$ cat src/rtl/uart_pkg.sv
// Shared definitions for the UART receive front end: FSM encoding,
// frame constants and the half-bit counter helper.
package uart_pkg;

    typedef enum logic [2:0] {
        IDLE   = 3'd0,
        START  = 3'd1,
        DATA   = 3'd2,
        STOP   = 3'd3,
        PARITY = 3'd4
    } rx_state_e;

    localparam int   DATA_BITS  = 8;
    localparam logic IDLE_LEVEL = 1'b1;

    // Last counter value of the half-bit wait used to reach mid start bit.
    function automatic int half_bit_last(input int clks_per_bit);
        return clks_per_bit / 2 - 1;
    endfunction

endpackage

$ cat src/rtl/uart_rx_fifo.sv
// Show-ahead receive buffer with full/empty tracking and sticky overrun.
// Ports:
//   clk, rst_n        clock, async active-low reset
//   push, wdata       byte from the receiver FSM
//   pop_ready         consumer ready; pop when valid && pop_ready
//   err_clr           synchronous clear of overrun (a new overrun wins)
//   rdata, valid      head entry (0 when empty), FIFO not empty
//   overrun           sticky: push dropped because the FIFO was full
module uart_rx_fifo
    import uart_pkg::*;
#(
    parameter int FIFO_DEPTH = 4
) (
    input  logic                 clk,
    input  logic                 rst_n,
    input  logic                 push,
    input  logic [DATA_BITS-1:0] wdata,
    input  logic                 pop_ready,
    input  logic                 err_clr,
    output logic [DATA_BITS-1:0] rdata,
    output logic                 valid,
    output logic                 overrun
);

    localparam int AW = $clog2(FIFO_DEPTH);

    logic [DATA_BITS-1:0] mem_q [FIFO_DEPTH];
    logic [DATA_BITS-1:0] mem_d [FIFO_DEPTH];
    logic [AW:0]          wptr_q, wptr_d;
    logic [AW:0]          rptr_q, rptr_d;
    logic                 overrun_q, overrun_d;
    logic                 empty, full;
    logic                 do_pop, do_push, ovf;

    always_comb begin
        empty   = (wptr_q == rptr_q);
        full    = (wptr_q[AW] != rptr_q[AW]) &&
                  (wptr_q[AW-1:0] == rptr_q[AW-1:0]);
        do_pop  = pop_ready && !empty;
        // A pop in the same cycle frees the slot the push lands in.
        do_push = push && (!full || do_pop);
        ovf     = push && full && !do_pop;

        mem_d  = mem_q;
        wptr_d = wptr_q;
        rptr_d = rptr_q;
        if (do_push) begin
            mem_d[wptr_q[AW-1:0]] = wdata;
            wptr_d = wptr_q + (AW+1)'(1);
        end
        if (do_pop) begin
            rptr_d = rptr_q + (AW+1)'(1);
        end
        overrun_d = (overrun_q && !err_clr) || ovf;
    end

    always_ff @(posedge clk or negedge rst_n) begin
        if (!rst_n) begin
            for (int i = 0; i < FIFO_DEPTH; i++) begin
                mem_q[i] <= '0;
            end
            wptr_q    <= '0;
            rptr_q    <= '0;
            overrun_q <= 1'b0;
        end else begin
            mem_q     <= mem_d;
            wptr_q    <= wptr_d;
            rptr_q    <= rptr_d;
            overrun_q <= overrun_d;
        end
    end

    assign valid   = !empty;
    assign rdata   = empty ? '0 : mem_q[rptr_q[AW-1:0]];
    assign overrun = overrun_q;

endmodule

$ cat src/rtl/uart_rx_frontend.sv
// UART receive front end: 2-flop synchroniser, 8N1 receiver FSM and a
// show-ahead FIFO drained over a valid/ready handshake.
// Optional build macro UART_RX_PARITY_EN: 8E1 frame, adds parity_err.
// Ports:
//   clock_50_b7a, reset   clock, async active-low reset
//   uart_rx               raw serial pin, idle high
//   rx_data, rx_valid     FIFO head byte and not-empty flag
//   rx_ready              consumer pops on rx_valid && rx_ready
//   frame_err, overrun    sticky error flags, cleared by err_clr
//   parity_err            sticky parity error (parity build only)
//   busy                  receiver FSM not idle
module uart_rx_frontend
    import uart_pkg::*;
#(
    parameter int CLKS_PER_BIT = 16,
    parameter int FIFO_DEPTH   = 4
) (
    input  logic                 clock_50_b7a,
    input  logic                 reset,
    input  logic                 uart_rx,
    output logic [DATA_BITS-1:0] rx_data,
    output logic                 rx_valid,
    input  logic                 rx_ready,
    output logic                 frame_err,
    output logic                 overrun,
`ifdef UART_RX_PARITY_EN
    output logic                 parity_err,
`endif
    input  logic                 err_clr,
    output logic                 busy
);

    localparam int CW = $clog2(CLKS_PER_BIT);
    localparam int BW = $clog2(DATA_BITS);

    localparam logic [CW-1:0] BIT_LAST  = CW'(CLKS_PER_BIT - 1);
    localparam logic [CW-1:0] HALF_LAST =
        CW'(half_bit_last(CLKS_PER_BIT));
    localparam logic [BW-1:0] BIDX_LAST = BW'(DATA_BITS - 1);

    rx_state_e            state_q, state_d;
    logic [1:0]           sync_q, sync_d;
    logic [CW-1:0]        cnt_q, cnt_d;
    logic [BW-1:0]        bidx_q, bidx_d;
    logic [DATA_BITS-1:0] shift_q, shift_d;
    logic                 frame_err_q, frame_err_d;
    logic                 rxs;
    logic                 push;
    logic                 frame_set;
`ifdef UART_RX_PARITY_EN
    logic                 par_q, par_d;
    logic                 parity_err_q, parity_err_d;
    logic                 parity_set;
`endif

    assign rxs = sync_q[1];

    always_comb begin
        sync_d    = {sync_q[0], uart_rx};
        state_d   = state_q;
        cnt_d     = cnt_q;
        bidx_d    = bidx_q;
        shift_d   = shift_q;
        push      = 1'b0;
        frame_set = 1'b0;
`ifdef UART_RX_PARITY_EN
        par_d      = par_q;
        parity_set = 1'b0;
`endif

        unique case (state_q)
            IDLE: begin
                if (rxs != IDLE_LEVEL) begin
                    state_d = START;
                    cnt_d   = '0;
                end
            end
            START: begin
                if (cnt_q == HALF_LAST) begin
                    cnt_d  = '0;
                    bidx_d = '0;
                    // High at mid start bit is a glitch, not a frame.
                    state_d = (rxs == IDLE_LEVEL) ? IDLE : DATA;
                end else begin
                    cnt_d = cnt_q + CW'(1);
                end
            end
            DATA: begin
                if (cnt_q == BIT_LAST) begin
                    cnt_d           = '0;
                    shift_d[bidx_q] = rxs;
                    if (bidx_q == BIDX_LAST) begin
`ifdef UART_RX_PARITY_EN
                        state_d = PARITY;
`else
                        state_d = STOP;
`endif
                    end else begin
                        bidx_d = bidx_q + BW'(1);
                    end
                end else begin
                    cnt_d = cnt_q + CW'(1);
                end
            end
`ifdef UART_RX_PARITY_EN
            PARITY: begin
                if (cnt_q == BIT_LAST) begin
                    cnt_d   = '0;
                    par_d   = rxs;
                    state_d = STOP;
                end else begin
                    cnt_d = cnt_q + CW'(1);
                end
            end
`endif
            STOP: begin
                if (cnt_q == BIT_LAST) begin
                    cnt_d = '0;
                    // Leave at mid stop bit so a back-to-back start
                    // edge is not missed.
                    state_d = IDLE;
`ifdef UART_RX_PARITY_EN
                    parity_set = ^{shift_q, par_q};
                    if (rxs == IDLE_LEVEL) begin
                        push = !parity_set;
                    end else begin
                        frame_set = 1'b1;
                    end
`else
                    if (rxs == IDLE_LEVEL) begin
                        push = 1'b1;
                    end else begin
                        frame_set = 1'b1;
                    end
`endif
                end else begin
                    cnt_d = cnt_q + CW'(1);
                end
            end
            default: begin
                state_d = IDLE;
            end
        endcase

        frame_err_d = (frame_err_q && !err_clr) || frame_set;
`ifdef UART_RX_PARITY_EN
        parity_err_d = (parity_err_q && !err_clr) || parity_set;
`endif
    end

    always_ff @(posedge clock_50_b7a or negedge reset) begin
        if (!reset) begin
            sync_q      <= {2{IDLE_LEVEL}};
            state_q     <= IDLE;
            cnt_q       <= '0;
            bidx_q      <= '0;
            shift_q     <= '0;
            frame_err_q <= 1'b0;
`ifdef UART_RX_PARITY_EN
            par_q        <= 1'b0;
            parity_err_q <= 1'b0;
`endif
        end else begin
            sync_q      <= sync_d;
            state_q     <= state_d;
            cnt_q       <= cnt_d;
            bidx_q      <= bidx_d;
            shift_q     <= shift_d;
            frame_err_q <= frame_err_d;
`ifdef UART_RX_PARITY_EN
            par_q        <= par_d;
            parity_err_q <= parity_err_d;
`endif
        end
    end

    uart_rx_fifo #(
        .FIFO_DEPTH(FIFO_DEPTH)
    ) u_fifo (
        .clk       (clock_50_b7a),
        .rst_n     (reset),
        .push      (push),
        .wdata     (shift_q),
        .pop_ready (rx_ready),
        .err_clr   (err_clr),
        .rdata     (rx_data),
        .valid     (rx_valid),
        .overrun   (overrun)
    );

    assign frame_err = frame_err_q;
    assign busy      = (state_q != IDLE);
`ifdef UART_RX_PARITY_EN
    assign parity_err = parity_err_q;
`endif

endmodule
$ cat config.mk
export PLATFORM = sky130hd
export DESIGN_NAME = uart_rx_frontend
export DESIGN_NICKNAME = d
export VERILOG_FILES = /design/src/rtl/uart_pkg.sv /design/src/rtl/uart_rx_fifo.sv /design/src/rtl/uart_rx_frontend.sv
export SDC_FILE = /design/constraint.sdc
export NUM_CORES = 1
export LEC_CHECK = 0
export ABC_AREA = 1
export ABC_CLOCK_PERIOD_IN_PS = 3300
export BUFFER_PORTS_ARGS = -buffer_cell sky130_fd_sc_hd__buf_2
export CAP_MARGIN = 20
export CORE_MARGIN = 2
export CORE_UTILIZATION = 65
export CTS_BUF_LIST = sky130_fd_sc_hd__clkbuf_8 sky130_fd_sc_hd__clkbuf_16
export DETAILED_ROUTE_END_ITERATION = 16
export MAX_ROUTING_LAYER = met4
export PLACE_DENSITY = 0.93
export SLEW_MARGIN = 20
export SYNTH_ARGS = -nofsm -noshare
export SYNTH_HDL_FRONTEND = slang
export SYNTH_SLANG_ARGS = --single-unit
$ cat constraint.sdc
create_clock -name clock_50_b7a -period 3.3 [get_ports clock_50_b7a]
set_input_delay 0.33 -clock clock_50_b7a [delete_from_list [all_inputs] [get_ports clock_50_b7a]]
set_output_delay 0.33 -clock clock_50_b7a [all_outputs]
set_load 0.02 [all_outputs]
After elaboration in Yosys (flattened, before gate mapping)

Index checks and enable logic that the tools add are counted.

Input bits: 5
Register bits: 60
Output and inout port bits: 12
Word-level logic and storage cells: 95

Eq/ne operators: 15
Bitwise operators: 2
Order comparisons: 5
Reduce and logical (&&, ||, !) cells: 25
Mux-type cells: 31
$add $sub $neg: 4

Operators by type and width:

| kind                                                                   | number |
|---|---|
| 32-bit bitwise mux                                                     | 1 |
| 8-bit two-way mux                                                      | 4 |
| 3-bit two-way mux                                                      | 8 |
| 8-bit binary-select mux with 2-bit select                              | 1 |
| 8-bit demux with 2-bit select                                          | 1 |
| 4-bit two-way mux                                                      | 3 |
| 2-bit != test (second input constant)                                  | 6 |
| 3-bit case mux with 4 select lines                                     | 1 |
| 4-bit case mux with 3 select lines                                     | 1 |
| 3-bit by 1-bit adder with 3-bit output (second input constant)         | 3 |
| 1-bit logical AND                                                      | 9 |
| 8-bit bitwise mux                                                      | 1 |
| 1-bit two-way mux                                                      | 7 |
| 3-bit by 2-bit equality test with 1-bit output (second input constant) | 2 |
| 3-bit >= comparator (second input constant)                            | 2 |
| 2-bit inverter with 3-bit output                                       | 2 |
| 3-bit case mux with 2 select lines                                     | 1 |
| 3-bit nonzero test                                                     | 2 |
| 5-bit AND reduction                                                    | 1 |
| 4-bit by 1-bit adder with 4-bit output (second input constant)         | 1 |
| 4-bit by 3-bit equality test with 1-bit output (second input constant) | 1 |
| 4-bit equality test (second input constant)                            | 1 |
| 1-bit zero test                                                        | 4 |
| 3-bit by 4-bit < comparator with 1-bit output (second input constant)  | 1 |
| 15 further kinds                                                       | 18 |

Depth between registers and ports, before layout

Depth after elaboration: 6
Mapped depth: 10
Depth with buffers taken out: 8

By module

From an unflattened synthesis, not the netlist that was laid out.

Cells, all modules: 388
Area total of the unflattened synthesis: 3089.2 um^2

Modules (own cells, without submodules):

| module           | instances | cells each | area an instance (um^2) | sequential area each (um^2) |
|---|---|---|---|---|
| uart_rx_fifo     | 1         | 259        | 2062.0                  | 975.9 |
| uart_rx_frontend | 1         | 129        | 1027.2                  | 503.0 |

Least setup slack after synthesis

Ideal clock, no wire load.

Kind: register to output
Start: register u_fifo.rptr_q[0]
End: output port rx_data[0]
Data arrival time: 1.264 ns
Path slack: 1.706 ns
Data required time: 2.970 ns
Cell stages (with the launch flop): 10
Buffers on the path: 2
Path through: dfrtp_1 buf_6 inv_4 nand2_1 nand2_2 nor2_4 nand2_1 buf_2 nand2_1 inv_1

Cells in the longest elaborated chain, start to end: 5
Elaborated cells between the ends (all ways): 6
Those cells by class: eq/ne: 1; mux: 4; bitwise: 1

Ends and longest elaborated chain:

| item                                                   | RTL line               | source |
|---|---|---|
| from (decl)                                            | uart_rx_fifo.sv:30     | `logic [AW:0] rptr_q, rptr_d;` |
| from (signal assigned)                                 | uart_rx_fifo.sv:68     | `rptr_q <= rptr_d;` |
| 2-bit inverter with 3-bit output (implied by the code) | uart_rx_fifo.sv:74     | `assign rdata = empty ? '0 : mem_q[rptr_q[AW-1:0]];` |
| 8-bit binary-select mux with 2-bit select              | uart_rx_fifo.sv:74     |  |
| 8-bit two-way mux (implied by the code) (2 in series)  | uart_rx_fifo.sv:74     |  |
| 8-bit two-way mux *                                    | uart_rx_fifo.sv:74     |  |
| to (decl)                                              | uart_rx_frontend.sv:21 | `output logic [DATA_BITS-1:0] rx_data,` |

Mark *: on every way between the ends. The rest lies on a longest branch, timed or not. The select of a mux whose other input is x is not followed.

Worst setup path after layout

Start: register u_fifo.rptr_q[0]
End: output port rx_data[3]

The elaborated chain is that of the path after synthesis.

==> run summary <==
crit-path most repeated cell = nand2_1
Power, Total = 2.384 mW
Slew headroom = 0.5311
worst path bufs/invs = 3
Max Cap Viol = 0
Synth async-reset ratio = 1.000
period utilization = 0.7701
Clock Sinks = 59
clock transition at the registers of the reported paths = 0.07 ns
FILL cells = 294
Least-Margin Pin Slew = 0.7009 ns
DIE WIDTH = 72.62 um
Synth Area in XOR/XNOR = 0.005724
status = finished, violations left
main combinational cell family by area after synthesis = simple AND/OR/NAND/NOR gates
root buffer cell = clkbuf_8
Critical Path AT = 2.21 ns
num rows = 24
post-synthesis area per instance = 8.205 um^2
# hold bufs at CTS = 0
area share of the largest cell type after synthesis = 0.4661
Flop pwr share = 0.380
power share of the clock group = 0.293
Clk Latency, worst-skew pair = 0.34 ns
vias in the first global route = 2475
Reg-to-Reg End = u_fifo.mem_q[17]$_DFFE_PN0P_
top cells by count, synth = 124 x nand2_1, 57 x dfrtp_1, 34 x o21ai_0
IO buf count = 16
WL/cell = 14.60 um
Final Hold Fails = 19
switching share of total power = 0.3864
worst clock skew = 0.009296 ns
reg2reg setup slack = 0.86 ns
clock buffer depth = 2
Seq/Total Area, Yosys = 0.4832
GR Overflow Total = 0
Worst EP required = 2.97 ns
CTS Buf Count = 9
Core Box Area = 0.004444 mm^2
Global Route Usage Sum = 0.2817
P_int = 1.463 mW
Min Clock Period, post-route = 2.541 ns
Critical-path top delay cell = dfrtp_1
Final ANT Viol Nets = 0
combinational power share = 0.328
DRC violations left = 0
Core Util, Final = 0.7387
Yosys cell types = 28
share of cells above drive strength 1 = 0.1256
VDD IR max = 626.2 uV
Register-to-Register Path Depth = 8
DR vias = 2676
Fmax = 393.5 MHz
number of flops mapped to enable cells by yosys = 0
Ys Warns = 0
Pins Over Slew Limit = 0
critical path capture point type = output pin
Psw = 0.9214 mW
Adder-Cell Fraction of Synth Area = 0.03271
Simple-Gate Fraction of Synth Area = 0.3058
Placer Congestion = 0.8542
number of placed I/O pins = 17
full die area = 0.005273 mm^2
failing checks = hold timing
post_cts resized = 0
count leader, synth = nand2_1
initial antenna violation count = 0
drt pass-1 iters = 6
top post-synthesis cells by area = dfrtp_1 47%, nand2_1 15%, nand4_1 6.7%
Clock H-tree levels = 3
critical path class = reg -> out
Die H = 72.62 um
Leakage Power = 1.756 nW
pwr dens = 726.3 mW/mm^2
CP delay by family, top = flip-flops
CP max FO = 20
largest net degree at the start of global routing = 49
fin nets = 398
number of synthesized register bits = 59
initial DRC count = 351
final wirelength = 6452 um
Synth Flop Type = dfrtp_1
number of antenna diodes = 0
CTS tree = built
min-delay worst type = in -> async
hpwl dp = 4382 um
slowest stage delay, CP = 0.76 ns
Compound-Gate Fraction of Synth Area = 0.08381
unrepaired setup endpoints after global routing = no
Min Hold Slack = -0.01267 ns
setup repair bufs after CTS = 0
drt via density = 6.054
reg2reg start = u_fifo.rptr_q[0]$_DFFE_PN0P_
CP Launch Type = flop
synthesized net count = 386
setup_tns = 0 ns
Setup Viol. Count Final = 0
Post-Syn Area = 0.003060 mm^2
mux contribution to synthesized area = 0
first-pass GRT wire length = 11180 um
Mapped Cells = 373
Initial Util = 0.6886
Layout area overhead = 7.277%
area leader, netlist = dfrtp_1
worst path cell trace = inv_4, nand2_1, nand2_2, nor2_4, nand2_1, nand2_1, inv_1, buf_2
registers in the layout (all words and copies together), names as in the netlist:
name	count
u_fifo.rptr_q	3
frame_err	1
cnt_q	4
u_fifo.mem_q	32
sync_q	2
u_fifo.overrun	1
bidx_q	3
shift_q	8
state_q	2
u_fifo.wptr_q	3
metal layers:
layer  vias up  wire length (um)  GRT usage  part of all wire
met5         -                 0          -                 0
met4         0               246     0.1523             0.038
met3        29               505    0.05801             0.078
met2       152              3031     0.4111              0.47
met1      1232              2668     0.3707              0.41
li1       1263                 -          -                 -
metrics by stage:
step	instance area (um^2)	worst slack [ns]	hold WS, ns	instances
final	3283	0.7587	-0.01267	442
after global routing	3283	0.5922	0.03133	442
after CTS	3281	0.7932	0.07619	442
after detailed placement	3072	0.9399	0.3501	426
after global placement	3072	1.060	0.3473	426
after floorplan	3060	1.706	0.03441	373
how the worst max path moves through the flow:
stage                     slack (ns)  cells after the start                    startpoint                      endpoint
after global placement          1.06                      8  u_fifo.rptr_q[0]$_DFFE_PN0P_  u_fifo.mem_q[26]$_DFFE_PN0P_
after CTS                       0.79                      8  u_fifo.rptr_q[0]$_DFFE_PN0P_                    rx_data[5]
after global routing            0.59                      8  u_fifo.rptr_q[0]$_DFFE_PN0P_                    rx_data[2]
final                           0.76                      8  u_fifo.rptr_q[0]$_DFFE_PN0P_                    rx_data[3]
after detailed placement        0.94                      8  u_fifo.rptr_q[0]$_DFFE_PN0P_  u_fifo.mem_q[17]$_DFFE_PN0P_
after floorplan                 1.71                      9  u_fifo.rptr_q[0]$_DFFE_PN0P_                    rx_data[0]
power by group through the flow:
stage / Clock (mW) / Combinational (mW) / Sequential [mW]
finish: 0.698 / 0.781 / 0.906
global route: 0.738 / 0.880 / 0.915
CTS: 0.707 / 0.778 / 0.902
detailed placement: 0 / 0.767 / 0.910
global placement: 0 / 0.736 / 0.904
floorplan: 0 / 0.667 / 0.857
cell usage in the layout, fill, tap and decap left out:
cell        count
nand3_2         1
o21ai_0        34
nand2_4         1
xor2_1          1
buf_2          15
clkbuf_8        9
dfstp_2         2
o31ai_1         1
clkinv_2        2
inv_1          28
inv_2           5
xnor2_1         1
nand2_2         4
inv_4           1
o21ai_1         1
clkinvlp_4      1
o22ai_1         9
o32ai_1         1
ha_1            8
nor3_1          1
nor2_1         26
dfrtp_1        57
bufinv_16       2
nand3_4         1
nor2_4          2
nand3_1        15
nand4_1        33
a22o_1          1
buf_4           3
nand2_1       124
logic make-up (layout without fill, tap and decap cells):
logic type,Yosys count,in the layout
flops,59,59
xor+xnor,2,2
compound gates,47,47
simple gates,208,208
fa+ha+maj,8,8
buf+inv,49,66
cell type report:
type / count / area, um^2 / area share
Clock buffer: 9 / 123.9 / 0.03773
Clock inverter: 7 / 85.08 / 0.02591
Inverter: 32 / 122.6 / 0.03735
Multi-Input combinational cell: 265 / 1310 / 0.3990
Sequential cell: 59 / 1479 / 0.4505
Tap cell: 52 / 65.06 / 0.01982
Timing Repair Buffer: 18 / 97.59 / 0.02973
Note: power is estimated with default switching activity, not from simulation.
